--- src/rtl/systolic_mm_engine_if.sv ---
// Operand-beat stream into, and result-row stream out of, the systolic matrix engine.
interface systolic_mm_engine_if #(
    parameter int ROWS       = 4,
    parameter int COLS       = 4,
    parameter int DATA_WIDTH = 8,
    parameter int ACC_WIDTH  = 24
);
    localparam int IDX_WIDTH = (ROWS > 1) ? $clog2(ROWS) : 1;

    // valid/ready: a transfer happens on every rising clk edge where valid and ready are both
    // high; while valid is high and ready is low the source holds its payload unchanged.
    logic                       in_valid;
    logic                       in_ready;
    logic [ROWS*DATA_WIDTH-1:0] in_row;
    logic [COLS*DATA_WIDTH-1:0] in_col;
    logic                       out_valid;
    logic                       out_ready;
    logic [COLS*ACC_WIDTH-1:0]  out_data;
    logic [IDX_WIDTH-1:0]       out_row_idx;
    logic                       out_last;

    modport master (
        output in_valid, in_row, in_col, out_ready,
        input  in_ready, out_valid, out_data, out_row_idx, out_last
    );

    modport slave (
        input  in_valid, in_row, in_col, out_ready,
        output in_ready, out_valid, out_data, out_row_idx, out_last
    );
endinterface

--- src/rtl/systolic_mm_engine.sv ---
// Output-stationary ROWS x COLS signed MAC array with operand skew, job FSM and row-serial drain.
module systolic_mm_engine #(
    parameter int ROWS       = 4,
    parameter int COLS       = 4,
    parameter int DATA_WIDTH = 8,
    parameter int K_MAX      = 256,
    parameter int ACC_WIDTH  = 2*DATA_WIDTH + $clog2(K_MAX)
) (
    input  logic                       clk,
    input  logic                       rstn,
    input  logic                       start,
    input  logic [$clog2(K_MAX+1)-1:0] k_len,
    input  logic                       acc_mode,
    output logic                       busy,
    output logic                       done,
    output logic [1:0]                 fsm_state,
    systolic_mm_engine_if.slave        bus
);
    localparam int KW        = $clog2(K_MAX+1);
    localparam int IW        = (ROWS > 1) ? $clog2(ROWS) : 1;
    localparam int FLUSH_LEN = ROWS + COLS - 1;
    localparam int FW        = $clog2(FLUSH_LEN + 1);

    localparam logic [1:0] IDLE  = 2'd0;
    localparam logic [1:0] FEED  = 2'd1;
    localparam logic [1:0] FLUSH = 2'd2;
    localparam logic [1:0] DRAIN = 2'd3;

    logic [1:0]    cur_state;
    logic [KW-1:0] beat_cnt;
    logic [KW-1:0] k_reg;
    logic [FW-1:0] flush_cnt;
    logic [IW-1:0] row_idx;
    logic          accept;
    logic          clear_acc;

    logic signed [DATA_WIDTH-1:0] feed_a [ROWS];
    logic signed [DATA_WIDTH-1:0] feed_b [COLS];
    logic signed [DATA_WIDTH-1:0] skew_a [ROWS];
    logic signed [DATA_WIDTH-1:0] skew_b [COLS];
    logic signed [ACC_WIDTH-1:0]  acc_w  [ROWS][COLS];

    assign accept        = (cur_state == FEED) && bus.in_valid;
    assign clear_acc     = (cur_state == IDLE) && start && !acc_mode;
    assign bus.in_ready  = (cur_state == FEED);
    assign bus.out_valid = (cur_state == DRAIN);
    assign bus.out_last  = (cur_state == DRAIN) && (row_idx == IW'(ROWS-1));
    assign bus.out_row_idx = row_idx;
    assign busy          = (cur_state != IDLE);
    assign fsm_state     = cur_state;

    always_ff @(posedge clk or negedge rstn) begin
        if (!rstn) begin
            cur_state <= IDLE;
            beat_cnt  <= '0;
            k_reg     <= '0;
            flush_cnt <= '0;
            row_idx   <= '0;
            done      <= 1'b0;
        end else begin
            done <= 1'b0;
            case (cur_state)
                IDLE: begin
                    if (start) begin
                        k_reg     <= k_len;
                        beat_cnt  <= '0;
                        row_idx   <= '0;
                        cur_state <= (k_len == '0) ? DRAIN : FEED;
                    end
                end
                FEED: begin
                    if (accept) begin
                        beat_cnt <= beat_cnt + KW'(1);
                        if (beat_cnt + KW'(1) == k_reg) begin
                            cur_state <= FLUSH;
                            flush_cnt <= '0;
                        end
                    end
                end
                FLUSH: begin
                    // Long enough for the last beat to cross the array diagonal to PE(ROWS-1,COLS-1).
                    if (flush_cnt == FW'(FLUSH_LEN-1)) cur_state <= DRAIN;
                    else flush_cnt <= flush_cnt + FW'(1);
                end
                DRAIN: begin
                    if (bus.out_ready) begin
                        if (row_idx == IW'(ROWS-1)) begin
                            cur_state <= IDLE;
                            row_idx   <= '0;
                            done      <= 1'b1;
                        end else begin
                            row_idx <= row_idx + IW'(1);
                        end
                    end
                end
                default: cur_state <= IDLE;
            endcase
        end
    end

    // Row i of A is delayed i cycles so beat k meets column data of the same k inside PE(i,j).
    for (genvar i = 0; i < ROWS; i++) begin : g_row_skew
        assign feed_a[i] = accept ? bus.in_row[(ROWS-i)*DATA_WIDTH-1 -: DATA_WIDTH] : '0;
        if (i == 0) begin : g_direct
            assign skew_a[i] = feed_a[i];
        end else begin : g_delay
            logic signed [DATA_WIDTH-1:0] sr [i];
            always_ff @(posedge clk or negedge rstn) begin
                if (!rstn) begin
                    for (int s = 0; s < i; s++) sr[s] <= '0;
                end else begin
                    sr[0] <= feed_a[i];
                    for (int s = 1; s < i; s++) sr[s] <= sr[s-1];
                end
            end
            assign skew_a[i] = sr[i-1];
        end
    end

    for (genvar j = 0; j < COLS; j++) begin : g_col_skew
        assign feed_b[j] = accept ? bus.in_col[(COLS-j)*DATA_WIDTH-1 -: DATA_WIDTH] : '0;
        if (j == 0) begin : g_direct
            assign skew_b[j] = feed_b[j];
        end else begin : g_delay
            logic signed [DATA_WIDTH-1:0] sr [j];
            always_ff @(posedge clk or negedge rstn) begin
                if (!rstn) begin
                    for (int s = 0; s < j; s++) sr[s] <= '0;
                end else begin
                    sr[0] <= feed_b[j];
                    for (int s = 1; s < j; s++) sr[s] <= sr[s-1];
                end
            end
            assign skew_b[j] = sr[j-1];
        end
    end

    for (genvar i = 0; i < ROWS; i++) begin : g_row
        for (genvar j = 0; j < COLS; j++) begin : g_col
            logic signed [DATA_WIDTH-1:0]   a_in;
            logic signed [DATA_WIDTH-1:0]   b_in;
            logic signed [2*DATA_WIDTH-1:0] prod;
            logic signed [ACC_WIDTH-1:0]    acc;

            if (j == 0) begin : g_a_edge
                assign a_in = skew_a[i];
            end else begin : g_a_chain
                assign a_in = g_row[i].g_col[j-1].g_a_reg.q;
            end
            if (i == 0) begin : g_b_edge
                assign b_in = skew_b[j];
            end else begin : g_b_chain
                assign b_in = g_row[i-1].g_col[j].g_b_reg.q;
            end

            // Pass registers exist only where a neighbour consumes them.
            if (j < COLS-1) begin : g_a_reg
                logic signed [DATA_WIDTH-1:0] q;
                always_ff @(posedge clk or negedge rstn) begin
                    if (!rstn) q <= '0;
                    else       q <= a_in;
                end
            end
            if (i < ROWS-1) begin : g_b_reg
                logic signed [DATA_WIDTH-1:0] q;
                always_ff @(posedge clk or negedge rstn) begin
                    if (!rstn) q <= '0;
                    else       q <= b_in;
                end
            end

            assign prod = a_in * b_in;

            always_ff @(posedge clk or negedge rstn) begin
                if (!rstn)          acc <= '0;
                else if (clear_acc) acc <= '0;
                else                acc <= acc + ACC_WIDTH'(prod);
            end
            assign acc_w[i][j] = acc;
        end
    end

    for (genvar j = 0; j < COLS; j++) begin : g_out
        assign bus.out_data[(COLS-j)*ACC_WIDTH-1 -: ACC_WIDTH] =
            (cur_state == DRAIN) ? acc_w[row_idx][j] : '0;
    end
endmodule
--- src/flat_wrapper.sv ---
// flat-port wrapper written by rule: the top's interface ports become plain ports
module systolic_mm_engine_flat 
#(
    parameter int ROWS       = 4,
    parameter int COLS       = 4,
    parameter int DATA_WIDTH = 8,
    parameter int K_MAX      = 256,
    parameter int ACC_WIDTH  = 2*DATA_WIDTH + $clog2(K_MAX)
)
  (clk, rstn, start, k_len, acc_mode, busy, done, fsm_state, bus_in_valid, bus_in_row, bus_in_col, bus_out_ready, bus_in_ready, bus_out_valid, bus_out_data, bus_out_row_idx, bus_out_last);
  systolic_mm_engine_if #(.ROWS(ROWS), .COLS(COLS), .DATA_WIDTH(DATA_WIDTH), .ACC_WIDTH(ACC_WIDTH)) bus_i ();
  input  logic clk;
  input  logic rstn;
  input  logic start;
  input  logic [$clog2(K_MAX+1)-1:0] k_len;
  input  logic acc_mode;
  output logic busy;
  output logic done;
  output logic [1:0] fsm_state;
  input wire logic [$bits(bus_i.in_valid)-1:0] bus_in_valid;
  input wire logic [$bits(bus_i.in_row)-1:0] bus_in_row;
  input wire logic [$bits(bus_i.in_col)-1:0] bus_in_col;
  input wire logic [$bits(bus_i.out_ready)-1:0] bus_out_ready;
  output wire logic [$bits(bus_i.in_ready)-1:0] bus_in_ready;
  output wire logic [$bits(bus_i.out_valid)-1:0] bus_out_valid;
  output wire logic [$bits(bus_i.out_data)-1:0] bus_out_data;
  output wire logic [$bits(bus_i.out_row_idx)-1:0] bus_out_row_idx;
  output wire logic [$bits(bus_i.out_last)-1:0] bus_out_last;
  assign bus_i.in_valid = bus_in_valid;
  assign bus_i.in_row = bus_in_row;
  assign bus_i.in_col = bus_in_col;
  assign bus_i.out_ready = bus_out_ready;
  assign bus_in_ready = bus_i.in_ready;
  assign bus_out_valid = bus_i.out_valid;
  assign bus_out_data = bus_i.out_data;
  assign bus_out_row_idx = bus_i.out_row_idx;
  assign bus_out_last = bus_i.out_last;
  systolic_mm_engine #(.ROWS(ROWS), .COLS(COLS), .DATA_WIDTH(DATA_WIDTH), .K_MAX(K_MAX), .ACC_WIDTH(ACC_WIDTH)) u_core (.clk(clk), .rstn(rstn), .start(start), .k_len(k_len), .acc_mode(acc_mode), .busy(busy), .done(done), .fsm_state(fsm_state), .bus(bus_i));
endmodule
--- config.mk ---
export PLATFORM = sky130hd
export DESIGN_NAME = systolic_mm_engine_flat
export DESIGN_NICKNAME = d
export VERILOG_FILES = /design/src/rtl/systolic_mm_engine_if.sv /design/src/rtl/systolic_mm_engine.sv /design/src/flat_wrapper.sv
export SDC_FILE = /design/constraint.sdc
export NUM_CORES = 2
export LEC_CHECK = 0
export CORE_MARGIN = 4
export CORE_UTILIZATION = 55
export CTS_BUF_LIST = sky130_fd_sc_hd__clkbuf_4 sky130_fd_sc_hd__clkbuf_8
export CTS_CLUSTER_SIZE = 8
export DETAILED_ROUTE_END_ITERATION = 16
export GPL_ROUTABILITY_DRIVEN = 0
export GPL_TIMING_DRIVEN = 1
export PLACE_DENSITY = 0.83
export SYNTH_ARGS = -nofsm -noshare
export SYNTH_HDL_FRONTEND = slang
export SYNTH_SLANG_ARGS = --single-unit
--- constraint.sdc ---
create_clock -name clk -period 7.4 [get_ports clk]
set_input_delay 1.48 -clock clk [delete_from_list [all_inputs] [get_ports clk]]
set_output_delay 1.48 -clock clk [all_outputs]
set_load 0.01 [all_outputs]
Word-level counts from Yosys, hierarchy flattened. Index checks and enable logic that the tools add are counted. W data, S select, Z words.

Register bits: 698. Output and inout port bits: 105. Word-level logic and storage cells: 177.

Add/subtract/negate cells: 19. Multipliers: 16. Order comparisons: 1. Equality and inequality tests: 13. Muxes and demuxes: 53. Bitwise operators: 1. Reductions and logical operators: 16.

Operators with widths (number): $mux W24 (20); $add A24 B16 Y24 (16); $mul A8 B8 Y16 (16); $bmux W96 S2 (1); $mux W96 (2); $mux W8 (8); $mux W2 (10); $mux W9 (2); $pmux W9 S2 (1); $add A9 B1 Y9 const B (1); $eq A9 B9 Y1 (1); $logic_not A9 Y1 (1); $mux W3 (3); $ne A2 B1 Y1 const B (4); $pmux W2 S4 (1); $reduce_bool A2 Y1 (4); $eq A2 B2 Y1 const B (3); $ne A2 B2 Y1 const B (3); $pmux W3 S2 (1); $reduce_and A3 Y1 (2); $reduce_and A6 Y1 (1); $logic_and A1 B1 Y1 (4); $pmux W2 S2 (1); $reduce_and A4 Y1 (1); other kinds (10) (12).

Logic depth before layout (Yosys ltp).
Word-level depth: 6. Gate-level depth with buffers: 25. Gate-level depth less buffers: 23.

Least setup slack after synthesis. Ideal clock, no wire load.

Kind: input port to flip-flop. Start: input port bus_in_valid. End: register u_core.g_row[0].g_col[0].acc[22]. Setup time: 0.139 ns. Data arrival time: 6.997 ns. Required time: 7.261 ns. Path slack: 0.264 ns. Stages: 20. Buffers on the path: 2. Path through: clkbuf_1 > and3_1 > clkbuf_1 > and2_1 > fa_1 > inv_1 > fa_1 > fa_1 > inv_1 > fa_1 > ha_1 > ha_1 > a21o_1 > a21o_1 > a21o_1 > a21o_1 > a2111oi_2 > nor4_1 > a311oi_1 > o211ai_1.

RTL lines: from (decl) (RTL line flat_wrapper.sv:20) `input wire logic [$bits(bus_i.in_valid)-1:0] bus_in_valid;`; to (signal assigned) (RTL line systolic_mm_engine.sv:177) `else acc <= acc + ACC_WIDTH'(prod);`; to (decl) (RTL line systolic_mm_engine.sv:143) `logic signed [ACC_WIDTH-1:0] acc;`.

Worst setup path in the final report.
Start: register u_core.cur_state[1] (netlist: u_core.fsm_state[1]). End: register u_core.g_row[0].g_col[0].acc[23].

Cells in the longest elaborated chain, start to end: 6. Elaborated cells between the ends (all ways): 10. Those cells by class: 1 x add/sub; 1 x mul; 1 x eq/ne; 3 x mux; 4 x reduce/logical.

Ends and longest elaborated chain: from (decl) (RTL line systolic_mm_engine.sv:29) `logic [1:0] cur_state;`; from (signal assigned) (RTL line systolic_mm_engine.sv:68) `cur_state <= (k_len == '0) ? DRAIN : FEED;`; $eq A2 B1 Y1 (RTL line systolic_mm_engine.sv:43) `assign accept = (cur_state == FEED) && bus.in_valid;`; $logic_and A1 B1 Y1 (RTL line systolic_mm_engine.sv:43); $mux W8, on equally long branches (RTL line systolic_mm_engine.sv:103, systolic_mm_engine.sv:121); $mul A8 B8 Y16 (RTL line systolic_mm_engine.sv:172) `assign prod = a_in * b_in;`; $add A24 B16 Y24 (RTL line systolic_mm_engine.sv:177); $mux W24 (*) (RTL line systolic_mm_engine.sv:176) `else if (clear_acc) acc <= '0;`.

Every way passes the cells marked *; elsewhere a longest branch is shown, timed or not. A chain may end at the register's enable or synchronous reset.

==> impl_metrics.toml <==
[global_route]
antenna_found_initial = 19
grt_first_pass_wirelength_um = 370000
grt_pass1_vias = 71300
overflow = 0
grt_max_degree = 160
grtUsageTotal_pct = 26.8

[synthesis]
synthCells = 9107
ys.flop_type = "dfrtp_1"
synthAdderAreaFrac_pct = 47.8
synth.largest_area_cell = "fa_1"
ys_async_sr_fraction_pct = 100
synthXorXnorAreaFrac_pct = 3.27
synth_area_leaders = "fa_1 (36%), dfrtp_1 (19%), ha_1 (12%), inv_1 (10%), and2_1 (4.7%)"
synthSimpleGateAreaFrac_pct = 11.4
yosys_warnings = 0
synth-seq-cells = 698
synth_mux_area_share_pct = 2.86
synth_common_cells = "inv_1 (2472), fa_1 (1664), ha_1 (873)"
synth.top_cell.area_share_pct = 36.0
synth_top_family_by_area = "adder cells"
synth_area_mm2 = 0.0926
avgSynthCellArea_um2 = 10.2
synth_compound_area_share_pct = 5.25
synth_nets = 11700
yosysSeqAreaShare_pct = 18.9
synth_enable_flop_cells = 0
yosysMostFrequentCell = "inv_1"
synth.distinct_cells = 74

[floorplan]
rows = 150
io_pins = 184
dieHeight_um = 418
initial_core_util_pct = 55.4
core-area_mm2 = 0.167
die-area_mm2 = 0.175
die-width_um = 418

[layout]
final_cells = 11600
area_growth_pct = 8.17
final_layout_size_suffix_gt1_share_pct = 4.67
fin_nets = 12000
regMostFlops = "u_core.g_row.g_col.acc"
fillers = 12700
reg_top3 = "u_core.g_row.g_col.acc x384, u_core.g_row.g_col.g_a_reg.q x96, u_core.g_row.g_col.g_b_reg.q x96"
largest_register_ff_count = 384

[clocking]
cts.reportedPaths.clkPinSlew_ns = 0.06
htree_levels = 4
cts_resized = 0
holdBufCountCts = 0
insertion_delay_ns = 0.90
cts_buffer_depth = 3
numCtsBuffers = 135
root_buffer = "clkbuf_8"
cts_sinks = 698
cts_setup_buffers = 0
cts_tree = "yes"

[worst_setup_path]
critPathCaptureType = "flop"
critPathLaunchType = "flop"
required_ns = 8.20
slowest_delay_ns = 0.77
cp.arrival_ns = 7.55
crit_slowest_cell = "fa_1"
crit_chain = "inv_1 -> ha_2 -> and3_1 -> nand2_1 -> fa_1 -> fa_1 -> inv_1 -> fa_1 -> fa_1 -> ha_1 -> ha_1 -> and4_1 -> nand2_1 -> nor2_1 -> a31oi_1 -> a21boi_0 -> nand2_1 -> o32ai_1 -> a31o_2"
crit_type = "flop to flop"
cp_max_fo = 23
cpMostUsedCell = "fa_1"

[timing]
finalSetupViolCount = 0
fmax_mhz = 148
rsz0062_at_grt = "no"
fin_crit_sh_pct = 91.2
finalHoldViolations = 0
slew-limit-headroom_pct = 23.9
slew_viol_final = 0
worst_pin_slew_ns = 1.14
finalClockSkew_ns = 0.0460
final.setup.tns_ns = 0
finalCriticalPeriod_ns = 6.75

[placement]
dp_hpwl_um = 184000
dp_cells = 11400
io_buffers = 183

[routing]
wl_um = 223000
ant_nets = 0
dr.pass1.iters = 6
via_per_inst = 5.43
drc = 0
drt_iter0_drc = 4337
num_vias = 63200
wl_per_cell_um = 19.2

[run]
cap_violations = 0

[pwr]
powerDensity_mw_per_mm2 = 332
peakVddDrop_mv = 0.301
p_leak_uw = 0.0534

[hold_path]
hp-class = "flop to flop"

[status]
status = "completed"
-- per-layer routing --
layer / part of all wire [%] / GRT usage, %
met1: 38 / 32.9
met2: 50 / 45.5
met3: 7.4 / 5.35
met4: 5.4 / 12.8
met5: 0.023 / 0
-- placed cells by master (no fill, tap or decap), types with 35 or more instances in the layout --
| cell | Yosys | layout |
|---|---|---|
| nand3_1 | 35 | 35 |
| inv_1 | 2472 | 2472 |
| a21oi_1 | 221 | 221 |
| and2_1 | 698 | 698 |
| and3_1 | 83 | 83 |
| nor2_1 | 327 | 326 |
| o21a_1 | 46 | 46 |
| clkdlybuf4s50_1 | 0 | 181 |
| clkbuf_8 | 0 | 166 |
| xor2_1 | 111 | 111 |
| a21o_1 | 123 | 123 |
| mux4_2 | 96 | 96 |
| o21ai_0 | 128 | 128 |
| nor3_1 | 68 | 68 |
| fa_1 | 1664 | 1664 |
| nand2_1 | 530 | 530 |
| nor2b_1 | 153 | 153 |
| ha_1 | 873 | 871 |
| nand2b_1 | 71 | 71 |
| dfrtp_1 | 698 | 696 |
| xnor2_1 | 229 | 229 |
-- worst max-delay path, delay by kind of cell (launching register included) --
family / cells / cell delay (ns)
buf+inv: 2 / 0.47
simple gates: 6 / 1.37
flops: 1 / 0.43
compound gates: 4 / 0.91
fa+ha+maj: 7 / 3.47
-- cell families (layout without fill, tap and decap cells) --
group,after synthesis,after routing
AOI/OAI and AO/OA,741,741
xor gates and xnor gates,342,342
adders and majority gates,2537,2537
buffers and inverters,2607,2934
DFF,698,698
muxes,141,141
other,0,8
and+or+nand+nor,2041,2041
-- per-stage QoR --
step	utilization (%)	instance area [um2]	hold slack, ns	setup WS (ns)	power (uW)
finish	59.9	100000	0.340	0.649	33200
global route	59.9	100000	0.348	0.248	36700
CTS	59.9	100000	0.343	0.699	33200
detailed placement	58.1	97100	0.335	0.0274	28500
global placement	58.1	97100	0.331	0.305	27200
floorplan	-	92600	0.331	0.264	22300
-- final timing paths --
path / from / to / slack (ns) / cells past startpoint
hold reg to reg: u_core.g_col_skew[3].g_delay.sr[23] / u_core.g_col_skew[3].g_delay.sr[15] / 0.34 / 0
max in group asynchronous: rstn / u_core.g_row[3].g_col[1].acc[17] / 5.27 / 2
setup / recovery: u_core.fsm_state[1] / u_core.g_row[0].g_col[0].acc[23] / 0.65 / 19
hold / removal: u_core.g_col_skew[3].g_delay.sr[23] / u_core.g_col_skew[3].g_delay.sr[15] / 0.34 / 0
setup reg to reg: u_core.fsm_state[1] / u_core.g_row[0].g_col[0].acc[23] / 0.65 / 19
min in group asynchronous: rstn / u_core.g_row[3].g_col[0].acc[17] / 0.61 / 1
-- where the power goes --
part / switching [uW] / internal (uW)
logic: 12200 / 9310
registers: 2020 / 5270
clock network: 1860 / 2500
-- final cells by class --
class / instances / area (um2) / area share [%]
Antenna cell: 8 / 20.0 / 0.0200
Clock buffer: 194 / 2490 / 2.49
Clock inverter: 42 / 502 / 0.501
Inverter: 2472 / 9280 / 9.27
Multi-Input combinational cell: 5802 / 65300 / 65.3
Sequential cell: 698 / 17500 / 17.5
Tap cell: 2204 / 2760 / 2.75
Timing Repair Buffer: 226 / 2270 / 2.26
Note: power is estimated with default switching activity, not from simulation.
